File: src/rtl/alu_rr_sequencer.sv
// -----------------------------------------------------------------------------
// alu_rr_sequencer
//
// Purpose:
//   Shares one pipelined 32-bit ALU between NREQ requesters. A round-robin
//   arbiter picks at most one request per clock. The sequencer then drives the
//   ALU's skewed inputs: the operands are presented one edge before the opcode.
//   Each result comes back tagged with the id and opcode of the requester that
//   owns it.
//
// Handshake:
//   A request from requester i is accepted at a rising edge where both
//   req_valid[i] and req_ready[i] are high. req_ready is combinational, is
//   one-hot or zero, and may depend on req_valid. It is forced to zero while
//   hold or rst is high. The response side has no backpressure: rsp_valid is a
//   single-cycle pulse, issued exactly three edges after the accept.
//
// Ports:
//   clk, rst              rising-edge clock; synchronous active-high reset
//   req_valid / req_ready per-requester request handshake
//   req_a, req_b, req_op  packed per-requester operands and opcode (slice i)
//   hold                  blocks new grants; ops already in flight complete
//   alu_a, alu_b, alu_op  registered ALU inputs (op lags a/b by one cycle)
//   alu_r                 ALU result
//   rsp_valid, rsp_id,
//   rsp_op, rsp_data      tagged result
//   busy                  at least one op is in flight
// -----------------------------------------------------------------------------
module alu_rr_sequencer #(
    parameter int NREQ = 4,
    parameter int DW   = 32,
    parameter int IDW  = (NREQ > 1) ? $clog2(NREQ) : 1
) (
    input  logic                 clk,
    input  logic                 rst,
    input  logic [NREQ-1:0]      req_valid,
    output logic [NREQ-1:0]      req_ready,
    input  logic [NREQ*DW-1:0]   req_a,
    input  logic [NREQ*DW-1:0]   req_b,
    input  logic [NREQ*3-1:0]    req_op,
    input  logic                 hold,
    output logic [DW-1:0]        alu_a,
    output logic [DW-1:0]        alu_b,
    output logic [2:0]           alu_op,
    input  logic [DW-1:0]        alu_r,
    output logic                 rsp_valid,
    output logic [IDW-1:0]       rsp_id,
    output logic [2:0]           rsp_op,
    output logic [DW-1:0]        rsp_data,
    output logic                 busy
);

    // One extra bit so that ptr + offset does not overflow before the modulo
    // correction.
    localparam int SW = IDW + 1;

    typedef struct packed {
        logic           valid;
        logic [IDW-1:0] id;
        logic [2:0]     op;
    } tag_t;

    // Priority pointer and pipeline registers.
    logic [IDW-1:0] ptr_q, ptr_d;
    logic [DW-1:0]  alu_a_q, alu_b_q;
    logic [2:0]     alu_op_q;
    tag_t           tag1_q, tag1_d, tag2_q, tag3_q;
    logic           rsp_valid_q;
    logic [IDW-1:0] rsp_id_q;
    logic [2:0]     rsp_op_q;
    logic [DW-1:0]  rsp_data_q;

    // Unpacked views of the request buses.
    logic [DW-1:0]  a_arr  [NREQ];
    logic [DW-1:0]  b_arr  [NREQ];
    logic [2:0]     op_arr [NREQ];

    // Arbitration.
    logic           gnt_found;
    logic [IDW-1:0] gnt_id;
    logic [SW-1:0]  scan_sum;
    logic [IDW-1:0] scan_id;
    logic           accept;

    always_comb begin : unpack_requests
        for (int i = 0; i < NREQ; i++) begin
            a_arr[i]  = req_a[i*DW +: DW];
            b_arr[i]  = req_b[i*DW +: DW];
            op_arr[i] = req_op[i*3 +: 3];
        end
    end

    // Round-robin scan: offset k = 0 is the pointer itself, so the requester
    // at the pointer has the highest priority. The first valid requester found
    // while scanning upward (modulo NREQ) wins.
    always_comb begin : round_robin
        gnt_found = 1'b0;
        gnt_id    = '0;
        scan_sum  = '0;
        scan_id   = '0;
        req_ready = '0;
        for (int k = 0; k < NREQ; k++) begin
            scan_sum = {1'b0, ptr_q} + SW'(k);
            if (scan_sum >= SW'(NREQ)) begin
                scan_sum = scan_sum - SW'(NREQ);
            end
            scan_id = scan_sum[IDW-1:0];
            if (!gnt_found && req_valid[scan_id]) begin
                gnt_found = 1'b1;
                gnt_id    = scan_id;
            end
        end
        if (gnt_found && !hold && !rst) begin
            req_ready[gnt_id] = 1'b1;
        end
    end

    assign accept = gnt_found & ~hold & ~rst;

    // Next pointer and stage-1 tag. A bubble clears only the valid bit. The
    // old id/op are kept, so alu_op does not toggle for idle cycles.
    always_comb begin : next_state
        ptr_d        = ptr_q;
        tag1_d       = tag1_q;
        tag1_d.valid = 1'b0;
        if (accept) begin
            ptr_d        = (gnt_id == IDW'(NREQ - 1)) ? '0 : gnt_id + IDW'(1);
            tag1_d.valid = 1'b1;
            tag1_d.id    = gnt_id;
            tag1_d.op    = op_arr[gnt_id];
        end
    end

    // Pipeline timing for an accept at edge T:
    //   T   : operands to alu_a/alu_b, tag1 loaded
    //   T+1 : ALU samples a/b; alu_op <= tag1.op, tag2 <= tag1
    //   T+2 : ALU samples op and produces r; tag3 <= tag2
    //   T+3 : r captured into rsp_data, with tag3 as id/op/valid
    // All stages advance every cycle; nothing stalls.
    always_ff @(posedge clk) begin
        if (rst) begin
            ptr_q       <= '0;
            alu_a_q     <= '0;
            alu_b_q     <= '0;
            alu_op_q    <= '0;
            tag1_q      <= '0;
            tag2_q      <= '0;
            tag3_q      <= '0;
            rsp_valid_q <= 1'b0;
            rsp_id_q    <= '0;
            rsp_op_q    <= '0;
            rsp_data_q  <= '0;
        end else begin
            ptr_q <= ptr_d;
            // Operands hold their value through bubbles.
            if (accept) begin
                alu_a_q <= a_arr[gnt_id];
                alu_b_q <= b_arr[gnt_id];
            end
            tag1_q      <= tag1_d;
            alu_op_q    <= tag1_q.op;
            tag2_q      <= tag1_q;
            tag3_q      <= tag2_q;
            rsp_valid_q <= tag3_q.valid;
            // Results of bubbles are discarded; the response fields keep the
            // last real result.
            if (tag3_q.valid) begin
                rsp_id_q   <= tag3_q.id;
                rsp_op_q   <= tag3_q.op;
                rsp_data_q <= alu_r;
            end
        end
    end

    assign alu_a     = alu_a_q;
    assign alu_b     = alu_b_q;
    assign alu_op    = alu_op_q;
    assign rsp_valid = rsp_valid_q;
    assign rsp_id    = rsp_id_q;
    assign rsp_op    = rsp_op_q;
    assign rsp_data  = rsp_data_q;
    assign busy      = tag1_q.valid | tag2_q.valid | tag3_q.valid;

endmodule
File: config.mk
export PLATFORM = sky130hd
export DESIGN_NAME = alu_rr_sequencer
export DESIGN_NICKNAME = d
export VERILOG_FILES = /design/src/rtl/alu_rr_sequencer.sv
export SDC_FILE = /design/constraint.sdc
export NUM_CORES = 1
export LEC_CHECK = 0
export BUFFER_PORTS_ARGS = -buffer_cell sky130_fd_sc_hd__buf_2
export CAP_MARGIN = 20
export CORE_AREA = 4 4 161 163
export DETAILED_ROUTE_END_ITERATION = 8
export DIE_AREA = 0 0 165 167
export PLACE_DENSITY = 0.64
export SYNTH_ARGS = -nofsm -noshare
export SYNTH_HDL_FRONTEND = slang
export SYNTH_SLANG_ARGS = --single-unit
File: constraint.sdc
create_clock -name clk -period 2.75 [get_ports clk]
set_input_delay 0.275 -clock clk [delete_from_list [all_inputs] [get_ports clk]]
set_output_delay 0.275 -clock clk [all_outputs]
set_load 0.005 [all_outputs]
Yosys cells after proc, flatten, opt, wreduce, memory -nomap -nowiden. Cells that the tools add are included.

Bits in registers: 122. Latch bits: 0. RAM bits: 0. Memory bits (read-only): 0. Input port bits: 307. Memories kept: 0.

$add $sub $neg: 8. Multiply operators: 0. Div/mod/pow operators: 0. Magnitude comparators: 11. Equal/unequal tests: 1. Shift operators: 0. Muxes and demuxes: 34. Bitwise gates (word level): 7. Reductions and logical operators: 11.

Operator list (count): binary-select mux 32 bit (select 2 bit) (2); two-way mux 32 bit (4); two-way mux 2 bit (9); < comparator 2 x 3 -> 1 bit, second input constant (5); >= comparator 3 bit, second input constant (4); two-way mux 1 bit (9); binary-select mux 1 bit (select 2 bit) (4); subtractor 2 x 1 -> 2 bit, second input constant (4); adder 2 x 2 -> 3 bit, second input constant (2); binary-select mux 3 bit (select 2 bit) (1); logical AND 1 bit (6); two-way mux 3 bit (2); two-way mux 6 bit (1); logical NOT 1 bit (5); two-way mux 4 bit (1); adder 2 x 1 -> 3 bit, second input constant (1); >= comparator 2 x 3 -> 1 bit, second input constant (1); inverter 2 -> 3 bit (1); adder 2 x 1 -> 2 bit, second input constant (1); bitwise AND 1 bit (2); demux 1 bit (select 2 bit) (1); equality test 2 bit, second input constant (1); >= comparator 2 x 1 -> 1 bit, second input constant (1); inverter 1 bit (2); bitwise OR 1 bit (2).

Logic depth before layout (Yosys ltp).
Depth after elaboration: 19. Mapped depth: 9. Depth with buffers taken out: 6.

Least setup slack after synthesis. No wires, ideal clock.

Path type: reg2reg. Start: reg ptr_q[1]. End: reg alu_a_q[29], in the netlist alu_a[29]. Library setup time: 0.133 ns. Data arrival time: 1.580 ns. Data required time: 2.617 ns. Path slack: 1.037 ns. Cell stages (with the launch flop): 10. Clock period less this slack: 1.713 ns. Cells stage by stage: dfxtp_1 -> buf_4 -> a21oi_1 -> o211a_1 -> clkbuf_1 -> and2_1 -> buf_4 -> buf_4 -> a22oi_1 -> a31oi_1.

Word-level cells in the longest chain between the ends: 18.

RTL lines: start, declared (RTL line 64) `logic [IDW-1:0] ptr_q, ptr_d;`; start signal, assigned (RTL line 154) `ptr_q <= ptr_d;`; parallel branches: the longest is 18 deep, another holds adder 2 x 1 -> 3 bit; end signal, assigned (RTL line 157) `alu_a_q <= a_arr[gnt_id];`; end, declared (RTL line 65) `logic [DW-1:0] alu_a_q, alu_b_q;`.

Several ways; the timed one is not identified. The select of a mux whose other input is x is not followed. A chain may end at the register's enable or synchronous reset.

Worst setup path in the final report.
Start: reg ptr_q[1]. End: out req_ready[1].

Word-level cells in the longest chain between the ends: 19.

RTL lines: parallel branches: the longest is 18 deep, another holds adder 2 x 1 -> 3 bit; two-way mux 4 bit (*) (RTL line 113) `if (gnt_found && !hold && !rst) begin`; end, declared (RTL line 37) `output logic [NREQ-1:0] req_ready,`.

Mark *: on every way between the ends. The select of a mux whose other input is x is not followed.

==> impl_metrics.yaml <==
cells_and_area:
  fillerInstances: 2525
  nNetsFinal: 1369
  most-common-layout-cells: "415 x buf_2, 121 x dfxtp_1, 77 x nor2_1"
  area_growth_pct: 48.80
  multi_input_area_um2: 3282
  drive_above_1_share: 0.4437
  final_common_cell: "buf_2"
  register_area_um2: 2444
  design_area_um2: 9007
synthesis:
  yosysWarnings: 0
  syn_inst: 685
  postSynthNetCount: 992
  synth_ff_type: "dfxtp_1"
  netlist_area_um2: 6053
  synth_cell_types: 41
  synth_edf_count: 0
  synth_top_area_share: 0.4035
  yosysSeqAreaShare: 0.4035
  synthTopCellsByArea: "dfxtp_1 40%, mux2i_1 12%, nor2_1 4.8%, a221oi_1 4.8%, o32ai_1 4.8%"
  avgSynthCellArea_um2: 8.837
  synth_area_leader_cell: "dfxtp_1"
  synth_async_sr_flop_share: 0
  yosys_register_bits: 122
die:
  dieWidth_um: 165
  floorplan.initialDensity: 0.2489
  dieArea_um2: 27560
  coreArea_um2: 24320
  fp.dieH_um: 167
  fp-row-count: 57
  boundaryPins: 417
route:
  wl_met2_um: 13040
  drc: 0
  top_layer: "met5"
  drt-initial-drc-count: 384
  wl_met3_um: 2435
  dr.pass1.iters: 5
  wl_met1_um: 10050
  vias: 6888
  finalWirelength_um: 26020
  wl_per_cell_um: 18.57
  drt-vias-per-instance: 4.916
  ant_nets: 0
sta:
  tns_ps: 0
  rsz0062_at_grt: "false"
  finalCritPeriodShare: 0.8946
  fmax_mhz: 406.5
  hold_viol: 0
  slew_headroom: 0.4542
  fin_worst_skew_ps: 13.75
  period_minus_slack_ps: 2460
  slew_violations: 0
  worst_pin_slew_ps: 818.7
  finalSetupViolCount: 0
power_and_ir_drop:
  peakVddDrop_uv: 394.8
  p_per_area_nw_per_um2: 585.8
  finalPower_mw: 5.277
  power_leakage_nw: 4.248
critical_path:
  worstSetupEndpointType: "output pin"
  worstSetupPathType: "register to output pin"
  critical_path_buf_inv_count: 1
  cp_max_fo: 35
  startpoint_type: "register"
  worstPathRequired_ps: 2480
  critPathSlowestCell: "and2_2"
  crit_chain: "a21oi_1, o211a_1, and2_2, buf_2"
  path_delay_family: "simple AND/OR/NAND/NOR gates"
  cp_slowest_stage_delay_ps: 670
  crit_arrival_ps: 2190
clock_tree:
  root_buffer: "clkbuf_16"
  numCtsBuffers: 17
  clkTransAtPathRegs_ps: 60
  cts.path.max_buffers: 2
  cts.sinks: 122
  cts_htree_levels: 4
  cts_tree: "done"
  clk_latency_ps: 410
  ctsHoldBuffers: 0
placement:
  io_buffer_count: 416
  hpwlAfterDp_um: 19510
  gp_congestion: 0.7836
  dpl-instance-area_um2: 8396
run:
  maxCapViolCount: 0
grt:
  track_usage: 0.1774
  antenna_found_initial: 4
  grt_pass1_wl_um: 38120
  grt_max_degree: 73
  grt_pass1_vias: 6839
  grt-ovfl-total: 0
hold_path:
  worst_hold_path_type: "input port to register"
status:
  status: "completed"
## repair_timing
item                                    in CTS  in global routing
gates resized for setup                      0                  1
endpoints found under the setup margin       0                  1
buffers inserted                             0                  0
## final timing paths
check	to	startpoint	slack, ps	cells after the start
max	req_ready[1]	ptr_q[1]	290	4
min	alu_b[26]	req_b[58]	80	3
max reg2reg	alu_b[0]	ptr_q[0]	630	6
min reg2reg	tag3_q[4]	tag2_q[4]	440	1
## worst min-delay path, cell delays in order
cell      delay, ps
buf_2            80
nand2_1          40
o211ai_1         70
## cell families after synthesis
group | synth area share
buffers and inverters | 0.05974
flip-flops | 0.4035
AO/OA/AOI/OAI | 0.2648
multiplexers | 0.1157
AND/OR/NAND/NOR | 0.1563
## synth_stat cells (2+ instances only)
cell	instances
a21o_1	34
a21oi_1	2
a221oi_1	33
a22oi_1	14
a2bb2oi_1	20
a31oi_1	14
buf_1	2
buf_2	14
buf_4	12
clkbuf_1	45
clkbuf_2	2
dfxtp_1	122
mux2i_1	70
nand2_1	46
nand2b_1	3
nand3_1	48
nor2_1	78
nor2b_1	16
o211ai_1	20
o21ai_0	35
o22a_1	2
o32ai_1	33
or3_1	2
## per-layer routing
layer | up-vias | track usage
met4 | 4 | 0.06112
met5 | - | 0
met3 | 30 | 0.06377
met1 | 3216 | 0.2008
met2 | 321 | 0.3061
li1 | 3317 | -
## stage by stage
stage / setup WS, ps / std cells / hold slack (ps) / utilization
6_report: 289.8 / 1401 / 82.78 / 0.3704
3_3_place_gp: 471.7 / 1366 / 417.8 / 0.3452
3_5_place_dp: 422.4 / 1366 / 429.8 / 0.3452
4_1_cts: 88.11 / 1398 / 56.85 / 0.3690
2_1_floorplan: 1037 / 685 / 411.3 / -
5_1_grt: 108.2 / 1401 / 69.53 / 0.3704
## power by group
part / internal, mW / switching, mW
Combinational: 0.525 / 0.555
Sequential: 1.90 / 0.0720
Clock: 1.30 / 0.932
Total: 3.72 / 1.56
## area by class of cell
class,count,share of cell area
clock inverter,13,0.01500
multi-input combinational,486,0.3644
sequential,122,0.2713
tap,324,0.04501
antenna,2,0.0005556
inverter,1,0.0004167
timing repair buffer,434,0.2542
clock buffer,19,0.04917
## flip-flops by register name, indices dropped and copies added (netlist names)
signal and count:
rsp_valid 1, rsp_id 2, rsp_data 32, tag1_q 6
alu_a 32, rsp_op 3, ptr_q 2, alu_b 32
tag3_q 6, tag2_q 6
(Power assumes the default switching activity.)
